File: src/rtl/mux_pkg.sv
// mux_pkg: shared state encoding and channel indices for the 2:1 stream mux and its demux counterpart
package mux_pkg;

    typedef enum logic [1:0] {
        IDLE,
        LOCK0,
        LOCK1
    } mux_state_t;

    // sel encoding on the wire; the demux side decodes the same values
    localparam logic CH0 = 1'b0;
    localparam logic CH1 = 1'b1;

endpackage

File: src/rtl/rr_arb2.sv
// rr_arb2: combinational two-request round-robin arbiter
//   req[1:0] in  : request per channel
//   ptr      in  : preferred channel when both request
//   gnt[1:0] out : one-hot grant, or zero when nothing requests
module rr_arb2
    import mux_pkg::*;
(
    input  logic [1:0] req,
    input  logic       ptr,
    output logic [1:0] gnt
);

    assign gnt[0] = req[0] && (!req[1] || ptr == CH0);
    assign gnt[1] = req[1] && (!req[0] || ptr == CH1);

endmodule

File: src/rtl/stream_mux_2to1.sv
// stream_mux_2to1: packet-locked round-robin merge of two valid/ready streams onto one registered output
//   clk, rst_n                        : clock, async active-low reset
//   din0/valid0/last0 in, ready0 out  : channel 0 input stream
//   din1/valid1/last1 in, ready1 out  : channel 1 input stream
//   dout/valid_out/last_out/sel_out   : registered output beat, sel_out = source channel
//   ready_in in                       : downstream ready
module stream_mux_2to1
    import mux_pkg::*;
#(
    parameter int WIDTH = 8
) (
    input  logic             clk,
    input  logic             rst_n,
    input  logic [WIDTH-1:0] din0,
    input  logic             valid0,
    input  logic             last0,
    output logic             ready0,
    input  logic [WIDTH-1:0] din1,
    input  logic             valid1,
    input  logic             last1,
    output logic             ready1,
    output logic [WIDTH-1:0] dout,
    output logic             valid_out,
    output logic             last_out,
    output logic             sel_out,
    input  logic             ready_in
);

    mux_state_t       state, state_nx;
    logic             ptr, ptr_nx;
    logic [1:0]       arb_gnt, gnt;
    logic             out_free, acc0, acc1, acc, k, last_k;
    logic [WIDTH-1:0] din_k;

    rr_arb2 u_arb (
        .req ({valid1, valid0}),
        .ptr (ptr),
        .gnt (arb_gnt)
    );

    // Arbitration only matters in IDLE; a locked packet owns the output
    // even through its own valid bubbles.
    always_comb begin
        gnt = state == LOCK0 ? 2'b01 : state == LOCK1 ? 2'b10 : arb_gnt;
    end

    assign out_free = !valid_out || ready_in;
    // rst_n gates ready so nothing is accepted while reset is held
    assign ready0   = rst_n && out_free && gnt[0];
    assign ready1   = rst_n && out_free && gnt[1];
    assign acc0     = valid0 && ready0;
    assign acc1     = valid1 && ready1;
    assign acc      = acc0 || acc1;
    assign k        = acc1 ? CH1 : CH0;
    assign last_k   = k ? last1 : last0;
    assign din_k    = k ? din1 : din0;

    always_comb begin
        state_nx = state;
        ptr_nx   = ptr;
        if (acc) begin
            state_nx = last_k ? IDLE : (k ? LOCK1 : LOCK0);
            ptr_nx   = last_k ? ~k : ptr;
        end
    end

    always_ff @(posedge clk or negedge rst_n) begin
        if (!rst_n) begin
            state <= IDLE;
            ptr   <= CH0;
        end else begin
            state <= state_nx;
            ptr   <= ptr_nx;
        end
    end

    always_ff @(posedge clk or negedge rst_n) begin
        if (!rst_n) begin
            dout      <= '0;
            valid_out <= 1'b0;
            last_out  <= 1'b0;
            sel_out   <= CH0;
        end else if (acc) begin
            dout      <= din_k;
            valid_out <= 1'b1;
            last_out  <= last_k;
            sel_out   <= k;
        end else if (out_free) begin
            valid_out <= 1'b0;
        end
    end

endmodule

File: config.mk
export PLATFORM = sky130hd
export DESIGN_NAME = stream_mux_2to1
export DESIGN_NICKNAME = d
export VERILOG_FILES = /design/src/rtl/mux_pkg.sv /design/src/rtl/rr_arb2.sv /design/src/rtl/stream_mux_2to1.sv
export SDC_FILE = /design/constraint.sdc
export NUM_CORES = 1
export LEC_CHECK = 0
export BUFFER_PORTS_ARGS = -buffer_cell sky130_fd_sc_hd__buf_2
export CAP_MARGIN = 20
export CORE_MARGIN = 4
export CORE_UTILIZATION = 47
export CTS_BUF_LIST = sky130_fd_sc_hd__clkbuf_8
export DETAILED_ROUTE_END_ITERATION = 16
export GPL_TIMING_DRIVEN = 0
export PLACE_DENSITY = 0.79
export RECOVER_POWER = 25
export SYNTH_ARGS = -nofsm -noshare
export SYNTH_HDL_FRONTEND = slang
export SYNTH_HIERARCHICAL = 1
export SYNTH_SLANG_ARGS = --single-unit
File: constraint.sdc
create_clock -name clk -period 1.72 [get_ports clk]
set_clock_uncertainty 0.15 [all_clocks]
set_input_delay 0 -clock clk [delete_from_list [all_inputs] [get_ports clk]]
set_output_delay 0 -clock clk [all_outputs]
set_load 0.005 [all_outputs]
==> key figures <==
Critical path
  • Worst reg2reg path startpoint: ptr
  • Reg2Reg Setup Slack: -0.15 ns
  • CP max stage delay: 0.41 ns
  • CP Depth: 7
  • CP Launch Type: register
  • Slowest cell on crit path: dfrtp_1
  • RR Endpoint: dout[7]
  • Sum of buffers and inverters on the critical path: 2
  • Reg2reg path depth: 7
  • CP endpoint kind: register
  • Worst EP arrival: 1.89 ns
  • Crit path kind: reg2reg
  • Critical path cell sequence: inv_1 -> a21boi_2 -> o21ba_1 -> o2111ai_1 -> buf_2 -> nor2_1 -> a21oi_1
  • Cell family with most CP delay: compound AO/OA/AOI/OAI gates
  • Max FO, Critical Path: 10
  • Worst Setup SP: ptr
  • Req. time, crit path: 1.73 ns

Layout
  • Fin nets: 165
  • Most frequent cells in the layout: buf_2, dlygate4sd3_1, dfrtp_1
  • Synthesis-to-layout area growth: 76.2%
  • Fillers: 77
  • Antenna diode count: 0
  • Most common cell after layout, fill and taps aside: buf_2
  • Layout cells sized above 1: 46.8%

Timing
  • Hold slack: 0.142 ns
  • Fin crit period: 1.87 ns
  • Final setup viols: 11
  • Final Max Slew Viols: 0
  • Final Cycle Share: 109%
  • RSZ-0062 raised after global routing: true
  • Relative slew slack: 50.6%
  • Slack of the critical path: -0.151 ns
  • Actual slew at the worst max-slew pin: 0.742 ns
  • Final hold violations: 0
  • Maximum clock rate: 0.534 GHz

CTS
  • CTS H-tree lvls: 1
  • CTS max path bufs: 2
  • Root Buffer: clkbuf_8
  • Clk sink count: 14
  • TritonCTS Buffers: 3
  • Clock-pin slew on the worst setup and hold paths: 0.07 ns
  • CTS tree: yes
  • Later-pin clock latency in the skew report: 0.26 ns

Pwr
  • Leakage: 0.598 nW
  • Maximum VDD drop: 1.05 mV
  • Pwr Density: 1390 nW/um^2

Logic synthesis
  • Register area share after synthesis: 45.1%
  • #FFs+latches synth: 14
  • Cells after synthesis: 80
  • Synthesized net count: 103
  • Post-Synthesis Cell Area: 777 um^2
  • Count of different cell masters after synthesis: 27
  • Syn. warnings: 6
  • Avg Cell Area, Syn: 9.71 um^2

Flow run
  • Max Cap Viol: 0

Run status
  • Status: complete, but fails checks
  • Violated checks: setup timing

Hold path
  • Hold path cells: 4
  • Min-delay src: rst_n
  • HP Class: in2reg
  • Worst Hold Endpoint: state[0]

Place
  • Placement Setup Slack: -0.0180 ns
  • Final HPWL DP: 1.45 mm
  • Routability cong.: 0.783
  • IO buf count: 35

Floorplan
  • Die ar.: 2370 um^2
  • Die H: 48.7 um
  • Core area: 1540 um^2
  • Io pins: 36
  • Die X: 48.7 um
  • Row cnt: 14
  • Initial Utilization: 50.4%

Drt
  • DRC Markers: 0
  • Vias after detailed routing: 1,015
  • DRT iter0 DRCs: 64
  • DR WL/cell: 22.3 um
  • Antenna Nets Post-Route: 0
  • Final WL: 3.50 mm
  • First-pass DRT Iterations: 4
  • Post-DR vias/cell: 6.46

Global route
  • Tot GR Track Use: 23.0%
  • Largest net degree at the start of global routing: 15
  • Antenna violations before repair: 0
  • Global-route wire length before repair: 4.24 mm
  • GRT overflow: 0
  • Number of global-route vias before repair: 906
[sequential cells by signal, summed over array words and instances, names as in the netlist]
signal     flops
dout           8
state          2
valid_out      1
ptr            1
sel_out        1
last_out       1
[worst max path at each step]
| stage | slack, ns | endpoint |
|---|---|---|
| 3_5_place_dp | -0.02 | dout[4] |
| 3_3_place_gp | -0.002 | last_out |
| 5_1_grt | -0.19 | dout[7] |
| 4_1_cts | 0.02 | dout[4] |
| 2_1_floorplan | 0.15 | last_out |
| 6_report | -0.15 | dout[7] |
[per-stage QoR]
stage | util (%) | std cells | TNS, ns | instance area [um^2] | power (mW)
floorplan | - | 80 | 0 | 777 | 0.988
global placement | 63.1 | 131 | -0.00201 | 972 | 1.24
detailed placement | 63.1 | 131 | -0.0496 | 972 | 1.26
CTS | 79.1 | 154 | 0 | 1220 | 1.62
global route | 88.8 | 157 | -1.43 | 1370 | 2.00
finish | 88.8 | 157 | -0.504 | 1370 | 1.90
[kinds of logic after synthesis]
family / synth area share [%]
flip-flops: 45.1
adder cells (fa/ha/maj): 2.74
AO/OA/AOI/OAI: 33.5
AND/OR/NAND/NOR: 12.1
buffers and inverters: 6.60
[cells in the mapped netlist (all sizes together)]
library cell | number | area, um^2
nor2 | 9 | 33.8
and2 | 3 | 20.0
buf | 4 | 32.5
a21boi | 3 | 26.3
nor3 | 1 | 10.0
clkbuf | 1 | 3.75
o2111ai | 1 | 8.76
o21ai | 9 | 45.0
dfrtp | 14 | 350
nand2b | 1 | 6.26
a21o | 1 | 8.76
nand3 | 3 | 20.0
a41oi | 9 | 78.8
inv | 4 | 15.0
nand2 | 1 | 3.75
o21ba | 1 | 10.0
a22o | 1 | 8.76
maj3 | 2 | 21.3
o21a | 1 | 7.51
a21oi | 9 | 45.0
o2111a | 1 | 12.5
a31o | 1 | 8.76
[power by group]
part | internal (mW) | switching [mW]
Sequential | 0.490 | 0.118
Combinational | 0.431 | 0.511
Clock | 0.204 | 0.146
Total | 1.13 | 0.774
[final cells by class]
type	count	area [um^2]	share of cell area, %
clock buffer	4	55.1	4.02
multi-input combinational	57	483	35.3
inverter	4	15.0	1.10
buffer	5	42.5	3.11
sequential	14	350	25.6
timing repair buffer	57	403	29.4
tap	16	20.0	1.46
[layer usage]
| layer | vias to the layer above | part of all wire [%] | GRT usage (%) |
|---|---|---|---|
| met4 | 0 | 4.5 | 16.1 |
| li1 | 427 | - | - |
| met2 | 87 | 49 | 35.4 |
| met5 | - | 0 | 0 |
| met1 | 484 | 38 | 28.0 |
| met3 | 17 | 9.1 | 4.91 |
[worst min-delay path, delay by kind of cell]
kind                   cells  cell delay (ns)
AND/OR/NAND/NOR            2             0.31
buffers and inverters      1             0.14
AO/OA/AOI/OAI              1             0.06
[timing repair]
action | CTS | global route
buffers inserted | 0 | 1
hold buffers | 19 | 1
gates resized for setup | 1 | 22
endpoints found under the setup margin | 10 | 15
endpoints found under the hold margin | 26 | 1
gates cloned | 0 | 1
pin swaps | 0 | 8
(Power assumes the default switching activity.)
